**src/rtl/rr_mux_stage.sv**
```systemverilog
// Registered N:1 mux, round-robin or static select; 1 clk latency; holds word while !out_ready, reloads on drain.
// Optional RR_MUX_LOCK_EN: per-channel packet lock via in_last/out_last.
module rr_mux_stage #(
   parameter int WIDTH = 16,
   parameter int N     = 4,
   parameter int SELW  = 2
) (
   input  logic               clk,
   input  logic               rst_n,
   input  logic [N*WIDTH-1:0] in_data,
   input  logic [N-1:0]       in_valid,
   output logic [N-1:0]       in_ready,
   input  logic               force_en,
   input  logic [SELW-1:0]    force_sel,
`ifdef RR_MUX_LOCK_EN
   input  logic [N-1:0]       in_last,
   output logic               out_last,
`endif
   output logic [WIDTH-1:0]   out_data,
   output logic [SELW-1:0]    out_sel,
   output logic               out_valid,
   input  logic               out_ready
);

   typedef enum logic {EMPTY, FULL} state_t;

   state_t            state, state_nxt;
   logic [SELW-1:0]   rr_ptr;
   logic [SELW-1:0]   grant;
   logic [SELW-1:0]   grant_nxt_ptr;
   logic              grant_vld;
   logic              load_ok;
   logic              xfer;
`ifdef RR_MUX_LOCK_EN
   logic              lock_vld;
   logic [SELW-1:0]   lock_ch;
`endif

   assign out_valid     = (state == FULL);
   assign load_ok       = !out_valid || out_ready;
   assign xfer          = grant_vld && load_ok;
   assign grant_nxt_ptr = (grant == SELW'(N-1)) ? '0 : grant + 1'b1;

   always_comb begin
      logic [SELW-1:0] idx;
      grant     = '0;
      grant_vld = 1'b0;
      idx       = '0;
      if (force_en) begin
         if (int'(force_sel) < N && in_valid[force_sel]) begin
            grant     = force_sel;
            grant_vld = 1'b1;
         end
      end else begin
`ifdef RR_MUX_LOCK_EN
         if (lock_vld) begin
            grant     = lock_ch;
            grant_vld = in_valid[lock_ch];
         end else
`endif
         begin
            // Scan farthest-first so the channel nearest rr_ptr wins last.
            for (int k = N-1; k >= 0; k--) begin
               idx = SELW'((int'(rr_ptr) + k) % N);
               if (in_valid[idx]) begin
                  grant     = idx;
                  grant_vld = 1'b1;
               end
            end
         end
      end
   end

   always_comb begin
      in_ready = '0;
      if (rst_n && xfer)
         in_ready[grant] = 1'b1;
   end

   always_comb begin
      state_nxt = state;
      case (state)
         EMPTY: if (xfer) state_nxt = FULL;
         FULL:  if (out_ready && !xfer) state_nxt = EMPTY;
         default: state_nxt = EMPTY;
      endcase
   end

   always_ff @(posedge clk or negedge rst_n) begin
      if (!rst_n)
         state <= EMPTY;
      else
         state <= state_nxt;
   end

   always_ff @(posedge clk or negedge rst_n) begin
      if (!rst_n) begin
         out_data <= '0;
         out_sel  <= '0;
         rr_ptr   <= '0;
`ifdef RR_MUX_LOCK_EN
         out_last <= 1'b0;
         lock_vld <= 1'b0;
         lock_ch  <= '0;
`endif
      end else begin
         if (xfer) begin
            out_data <= in_data[int'(grant)*WIDTH +: WIDTH];
            out_sel  <= grant;
         end
`ifdef RR_MUX_LOCK_EN
         if (xfer)
            out_last <= in_last[grant];
         if (force_en) begin
            lock_vld <= 1'b0;
         end else if (xfer) begin
            lock_vld <= !in_last[grant];
            lock_ch  <= grant;
            // The pointer only moves once the whole packet has gone through.
            if (in_last[grant])
               rr_ptr <= grant_nxt_ptr;
         end
`else
         if (xfer && !force_en)
            rr_ptr <= grant_nxt_ptr;
`endif
      end
   end

endmodule

```
**config.mk**
```make
export PLATFORM = sky130hd
export DESIGN_NAME = rr_mux_stage
export DESIGN_NICKNAME = d
export VERILOG_FILES = /design/src/rtl/rr_mux_stage.sv
export SDC_FILE = /design/constraint.sdc
export NUM_CORES = 1
export LEC_CHECK = 0
export CORE_MARGIN = 3
export CORE_UTILIZATION = 33
export CTS_CLUSTER_SIZE = 25
export DETAILED_ROUTE_END_ITERATION = 10
export GPL_ROUTABILITY_DRIVEN = 0
export PLACE_DENSITY = 0.73
export SETUP_SLACK_MARGIN = 0.1
export SKIP_LAST_GASP = 1
export SLEW_MARGIN = 0
export SYNTH_ARGS = -nofsm -noshare
export SYNTH_HDL_FRONTEND = slang
export SYNTH_SLANG_ARGS = --single-unit
```
**constraint.sdc**
```tcl
create_clock -name clk -period 2.81 [get_ports clk]
set_input_delay 0.843 -clock clk [delete_from_list [all_inputs] [get_ports clk]]
set_output_delay 0.843 -clock clk [all_outputs]
set_load 0.005 [all_outputs]
```
==> results of run 1 <==
[flip-flops by register name (all words and copies together) (netlist names)]
register and count:
out_data 16, out_sel 2, out_valid 1, rr_ptr 2
[worst max-delay path, stage by stage]
cell and delay [ps]:
buf_8 110, buf_6 130, o31ai_4 190, a211oi_2 90
a31oi_4 230, inv_8 50, buf_6 120, nor4_4 120
buf_2 150
[worst paths after layout]
path / slack (ps) / to / startpoint
worst max-delay path: -60 / in_ready[2] / in_valid[3]
worst min-delay path: 490 / out_data[1]$_DFFE_PN0P_ / out_data[1]$_DFFE_PN0P_
worst max register to register: 460 / out_data[2]$_DFFE_PN0P_ / rr_ptr[0]$_DFFE_PN0P_
worst min register to register: 490 / out_data[1]$_DFFE_PN0P_ / out_data[1]$_DFFE_PN0P_
max in group asynchronous: 1600 / out_data[0]$_DFFE_PN0P_ / rst_n
min in group asynchronous: 980 / out_data[10]$_DFFE_PN0P_ / rst_n
[placed cells by master, fill, tap and decap left out, drive strengths merged, types with 2 or more instances in the layout]
cell and n:
o31ai 2, inv 6, dfrtp 21, a31oi 2
nor4 2, mux2 2, o221ai 16, nor3 4
mux2i 18, buf 42, nand2 25, nand2b 4
clkdlybuf4s50 84, clkbuf 3, nor2 8, o21ai 4
a21oi 35
[cell families (layout without fill, tap and decap cells)]
| kind of cell | after synthesis | count (layout) | share of synthesized area, % |
|---|---|---|---|
| AO/OA/AOI/OAI | 61 | 61 | 29.41 |
| AND/OR/NAND/NOR | 46 | 46 | 15.47 |
| multiplexers | 20 | 20 | 13.05 |
| flip-flops | 21 | 21 | 33.84 |
| adder cells (fa/ha/maj) | 1 | 1 | 0.8057 |
| buffers and inverters | 17 | 137 | 7.413 |
[layout make-up]
cell class / count / area share (%)
repair buffers: 127 / 41.48
multi-input cells: 128 / 35.67
flip-flops and latches: 21 / 17.94
well taps: 52 / 2.221
clock buffers: 3 / 1.410
inverters: 6 / 1.111
clock inverters: 1 / 0.1709
[repair_timing]
action / in CTS / in global routing
setup endpoints to repair: 20 / 4
setup buffers: 7 / 0
pin swaps: 11 / 1
resized for setup: 74 / 2
[report_power, final]
part           internal (mW)  switching, mW  total (mW)
clock network         0.0987          0.100       0.199
registers              0.417         0.0828       0.500
logic                  0.566          0.415       0.981
total                   1.08          0.598        1.68
[metrics by stage]
step	hold slack (ps)	utilization (%)	instance area (sq um)
detailed placement	471.6	61.94	2753
CTS	492.6	65.60	2915
global placement	459.0	61.94	2753
finish	489.0	65.91	2929
floorplan	471.1	-	1579
global route	514.7	65.91	2929
[layer usage]
metal | up-vias | GRT usage, % | routed length, um
li1 | 857 | - | -
met1 | 817 | 24.92 | 2225
met2 | 63 | 32.39 | 2586
met3 | 2 | 5.270 | 405
met4 | 0 | 2.174 | 14
met5 | - | 0 | 0
==> impl_metrics.yaml, run 1 <==
synth:
  synth-seq-cells: 21
  synth_ff_type: "dfrtp_1"
  syn-cell-area_sq_mm: 0.001553
  synth_area_leader_cell: "dfrtp_1"
  synth_area_per_cell_sq_um: 9.354
  syn_inst: 166
  yosysMostFrequentCell: "a21oi_1"
  synth_top_area_share_pct: 33.84
  ys_top_cells_by_area: "dfrtp_1 34%, mux2i_1 12%, a21oi_1 9.0%"
  async_flop_share_pct: 100.0
  synth_common_cells: "28 x a21oi_1, 25 x nand2_1, 21 x dfrtp_1"
  synth_nets: 241
  yosys_warnings: 0
  synth_edf_count: 0
  ys_types: 35
  ys_seq_area_share_pct: 33.84
timing:
  clock_skew_ps: 8.995
  drv_slew: 0
  worstMarginPinSlew_ps: 460.0
  setup_viol: 3
  post-route-min-period_ps: 2872
  hold_viol_final: 0
  layout_worst_path_cycle_share_pct: 102.2
  maxSlewHeadroom_pct: 69.33
  rsz0062_at_grt: "true"
  max_freq_ghz: 0.3481
  fin_tns_setup_ps: -133.3
  setup_ws_ps: -62.43
critical_path:
  start_kind: "input pin"
  reg2reg_depth: 8
  required_ps: 1970
  worst-setup-path-type: "in2out"
  cp.arrival_ps: 2030
  cp_max_fo: 4
  end_kind: "primary output"
route:
  dr.pass1.iters: 4
  num_vias: 1739
  routed_wirelength_um: 5232
  drc: 0
  via_per_inst: 5.145
  dr.first_iter.drc_count: 95
  avgRoutedWirePerCell_um: 15.48
  postRouteAntennaNets: 0
clock_network:
  cts_tree: "done"
  cts_sinks: 21
  clockBufferDepth: 2
  path_clk_slew_ps: 70
  cts-root-buf: "clkbuf_8"
  clk_latency_ps: 260
  ctsHoldBuffers: 0
  cts_buffers: 3
  h-tree-depth: 1
floorplan:
  rows: 24
  core_area_sq_mm: 0.004444
  start_util_pct: 34.94
  fp.dieArea_sq_mm: 0.005564
  ioPinCount: 97
  die_w_um: 74.60
  die_y_um: 74.60
placement:
  io_buffers: 96
  place_inst: 327
  hpwl_um: 3933
  dp_slack_ps: -976.6
layout:
  final_cells: 338
  fin_nets: 362
  fillers: 379
  synthToLayoutAreaGrowth_pct: 88.64
  multi_input_area_sq_mm: 0.001045
  drive_above_1_share_pct: 30.42
  regArea_sq_um: 525.5
  n_antenna_cell: 0
grt:
  antenna_found_initial: 0
  track_usage_pct: 19.03
  first_global_vias: 1740
  grt-ovfl-total: 0
  grt_max_degree: 35
  grt_pass1_wl_um: 8176
hold_path:
  holdPathStages: 2
  hold_class: "reg2reg"
power_and_ir_drop:
  p_leak_nw: 1.238
  power_density_mw_per_mm2: 573.5
  p_total_mw: 1.680
  ir_drop_v: 0.0003166
outcome:
  violations: "negative setup slack"
  status: "finished with violations"
job:
  cap_violations: 0
Note: power is estimated with default switching activity, not from simulation.
==> run 2, diff against run 1 <==
Settings changed: CTS_CLUSTER_DIAMETER from default to 30.
==> results of run 2 <==
The final DEF is identical to that of run 1; final timing and power are the same.
==> run 3, diff against run 2 <==
Settings changed: SETUP_SLACK_MARGIN 0.1 to 0.5.
==> run 3 against run 2 <==
The flow still finishes with violations (negative setup slack). Clock skew is 7.8 ps lower. Final area is 12% higher. Non-clock buffer count is 9 higher. Via count is 5.8% higher. Critical path depth is 1 higher. Cell count is 2.7% higher. Hold slack better by 6.1 ps. Sequential share of layout area is 1.9 points lower. Largest cell class unchanged. Worst setup slack worse by 120 ps.
==> impl_metrics.yaml, run 3 (same netlist as run 1, synthesis figures left out) <==
layout:
  largest_reg_flops: 16
  multi_input_area_sq_mm: 0.001187
  n_antenna_cell: 0
  final_cells: 347
  top_register: "out_data"
  final_common_cell: "clkdlybuf4s50_1"
  mostFrequentLayoutCells: "84 x clkdlybuf4s50_1, 27 x a21oi_1, 24 x nand2_1, 24 x buf_4, 21 x dfrtp_1"
  fin_area_sq_mm: 0.003267
  synthToLayoutAreaGrowth_pct: 110.4
  fin_nets: 371
  reg_top3: "out_data: 16 flops, out_sel: 2 flops, rr_ptr: 2 flops"
  drive_above_1_share_pct: 36.95
  regArea_sq_um: 525.5
  utilization_pct: 73.51
  fillers: 309
floorplan:
  die_y_um: 74.60
  die_w_um: 74.60
  fp.dieArea_sq_mm: 0.005564
  ioPinCount: 97
  start_util_pct: 34.94
  rows: 24
  core_area_sq_mm: 0.004444
route:
  routed_wirelength_um: 6146
  dr.first_iter.drc_count: 97
  postRouteAntennaNets: 0
  drc: 0
  dr.pass1.iters: 4
  avgRoutedWirePerCell_um: 17.71
  via_per_inst: 5.303
  num_vias: 1840
grt:
  first_global_vias: 1804
  grt_max_degree: 35
  track_usage_pct: 20.17
  antenna_found_initial: 0
  grt_pass1_wl_um: 8631
  grt-ovfl-total: 0
critical_path:
  cp_slowest_cell: "nor4_4"
  end_kind: "primary output"
  slowest_delay_ps: 310
  start_kind: "input pin"
  cp_max_fo: 5
  cp.arrival_ps: 2150
  required_ps: 1970
  worst-setup-path-type: "in2out"
  cp_cell_sequence: "buf_6, buf_8, nor4_4, nor2_2, o31ai_4, nor2_2, nand2_2, buf_6, nor2_4, buf_2"
clock_network:
  cts_tree: "done"
  cts_buffers: 3
  cts_sinks: 21
  clockBufferDepth: 2
  cts-root-buf: "clkbuf_8"
  h-tree-depth: 1
  clk_latency_ps: 260
  path_clk_slew_ps: 80
timing:
  hold_viol_final: 0
  setup_ws_ps: -180.9
  worstMarginPinSlew_ps: 426.5
  layout_worst_path_cycle_share_pct: 106.4
  rsz0062_at_grt: "true"
  drv_slew: 0
  fin_hold_ws_ps: 495.1
  fin_tns_setup_ps: -583.1
  maxSlewHeadroom_pct: 71.51
  post-route-min-period_ps: 2991
  clock_skew_ps: 1.181
  max_freq_ghz: 0.3344
  setup_viol: 4
placement:
  dp_slack_ps: -934.4
  place_area_sq_mm: 0.002781
  place_inst: 329
  hpwl_um: 3886
  io_buffers: 96
power_and_ir_drop:
  power_density_mw_per_mm2: 587.8
  ir_drop_v: 0.0004759
  p_total_mw: 1.920
  p_leak_nw: 1.327
outcome:
  violations: "negative setup slack"
  status: "finished with violations"
job:
  cap_violations: 0
hold_path:
  hold_class: "reg2reg"
==> run 3: cell count changes in the layout (fill, tap and decap cells not counted), moves of 2 or more <==
cell             before  now
clkdlybuf4s15_2       0    2
buf_2                 7    3
nor2_1                4    1
nor2_4                1    3
buf_6                 4   11
mux2i_1              16    9
mux2i_4               1    8
buf_4                26   24
clkbuf_16             0    3
==> run 3: area by class of cell <==
| type | instances | share of cell area (%) |
|---|---|---|
| Inverter | 6 | 1.149 |
| Multi-Input combinational cell | 128 | 36.35 |
| Timing Repair Buffer | 136 | 43.05 |
| Sequential cell | 21 | 16.09 |
| Tap cell | 52 | 1.992 |
| Clock buffer | 4 | 1.379 |
==> run 3: repair_timing <==
action | CTS | global route
pin swaps | 14 | 11
hold buffers | 0 | 0
gates resized for setup | 79 | 30
setup buffers | 9 | 1
endpoints found under the setup margin | 24 | 21
cloned | 0 | 4
==> run 3: worst max-delay path: cells and delay by family <==
family	cells	cell delay (ps)
buffers and inverters	4	440
AND/OR/NAND/NOR	5	640
AO/OA/AOI/OAI	1	220
==> run 3: worst paths after layout <==
path	startpoint	end	slack (ps)	cells after the start
worst min-delay path	out_data[11]$_DFFE_PN0P_	out_data[11]$_DFFE_PN0P_	500	2
worst min register to register	out_data[11]$_DFFE_PN0P_	out_data[11]$_DFFE_PN0P_	500	2
max in group asynchronous	rst_n	out_data[14]$_DFFE_PN0P_	1620	2
worst max register to register	rr_ptr[0]$_DFFE_PN0P_	out_data[7]$_DFFE_PN0P_	470	10
min in group asynchronous	rst_n	out_sel[0]$_DFFE_PN0P_	960	2
worst max-delay path	in_valid[0]	in_ready[1]	-180	10
==> run 3: routing by layer <==
layer  part of all wire [%]  up-vias  wire, um  global-route usage (%)
met2                     51       82      3154                   35.51
met1                     40      871      2479                   25.00
met4                    1.1        0        68                   2.569
li1                       -      881         -                       -
met5                      0        -         0                       0
met3                    7.2        6       443                   6.081
==> run 3: power breakdown <==
part / internal (mW) / leakage [nW] / switching, mW
registers: 0.417 / 0.234 / 0.0852
clock network: 0.101 / 0.0228 / 0.100
logic: 0.717 / 1.07 / 0.500
total: 1.23 / 1.33 / 0.686
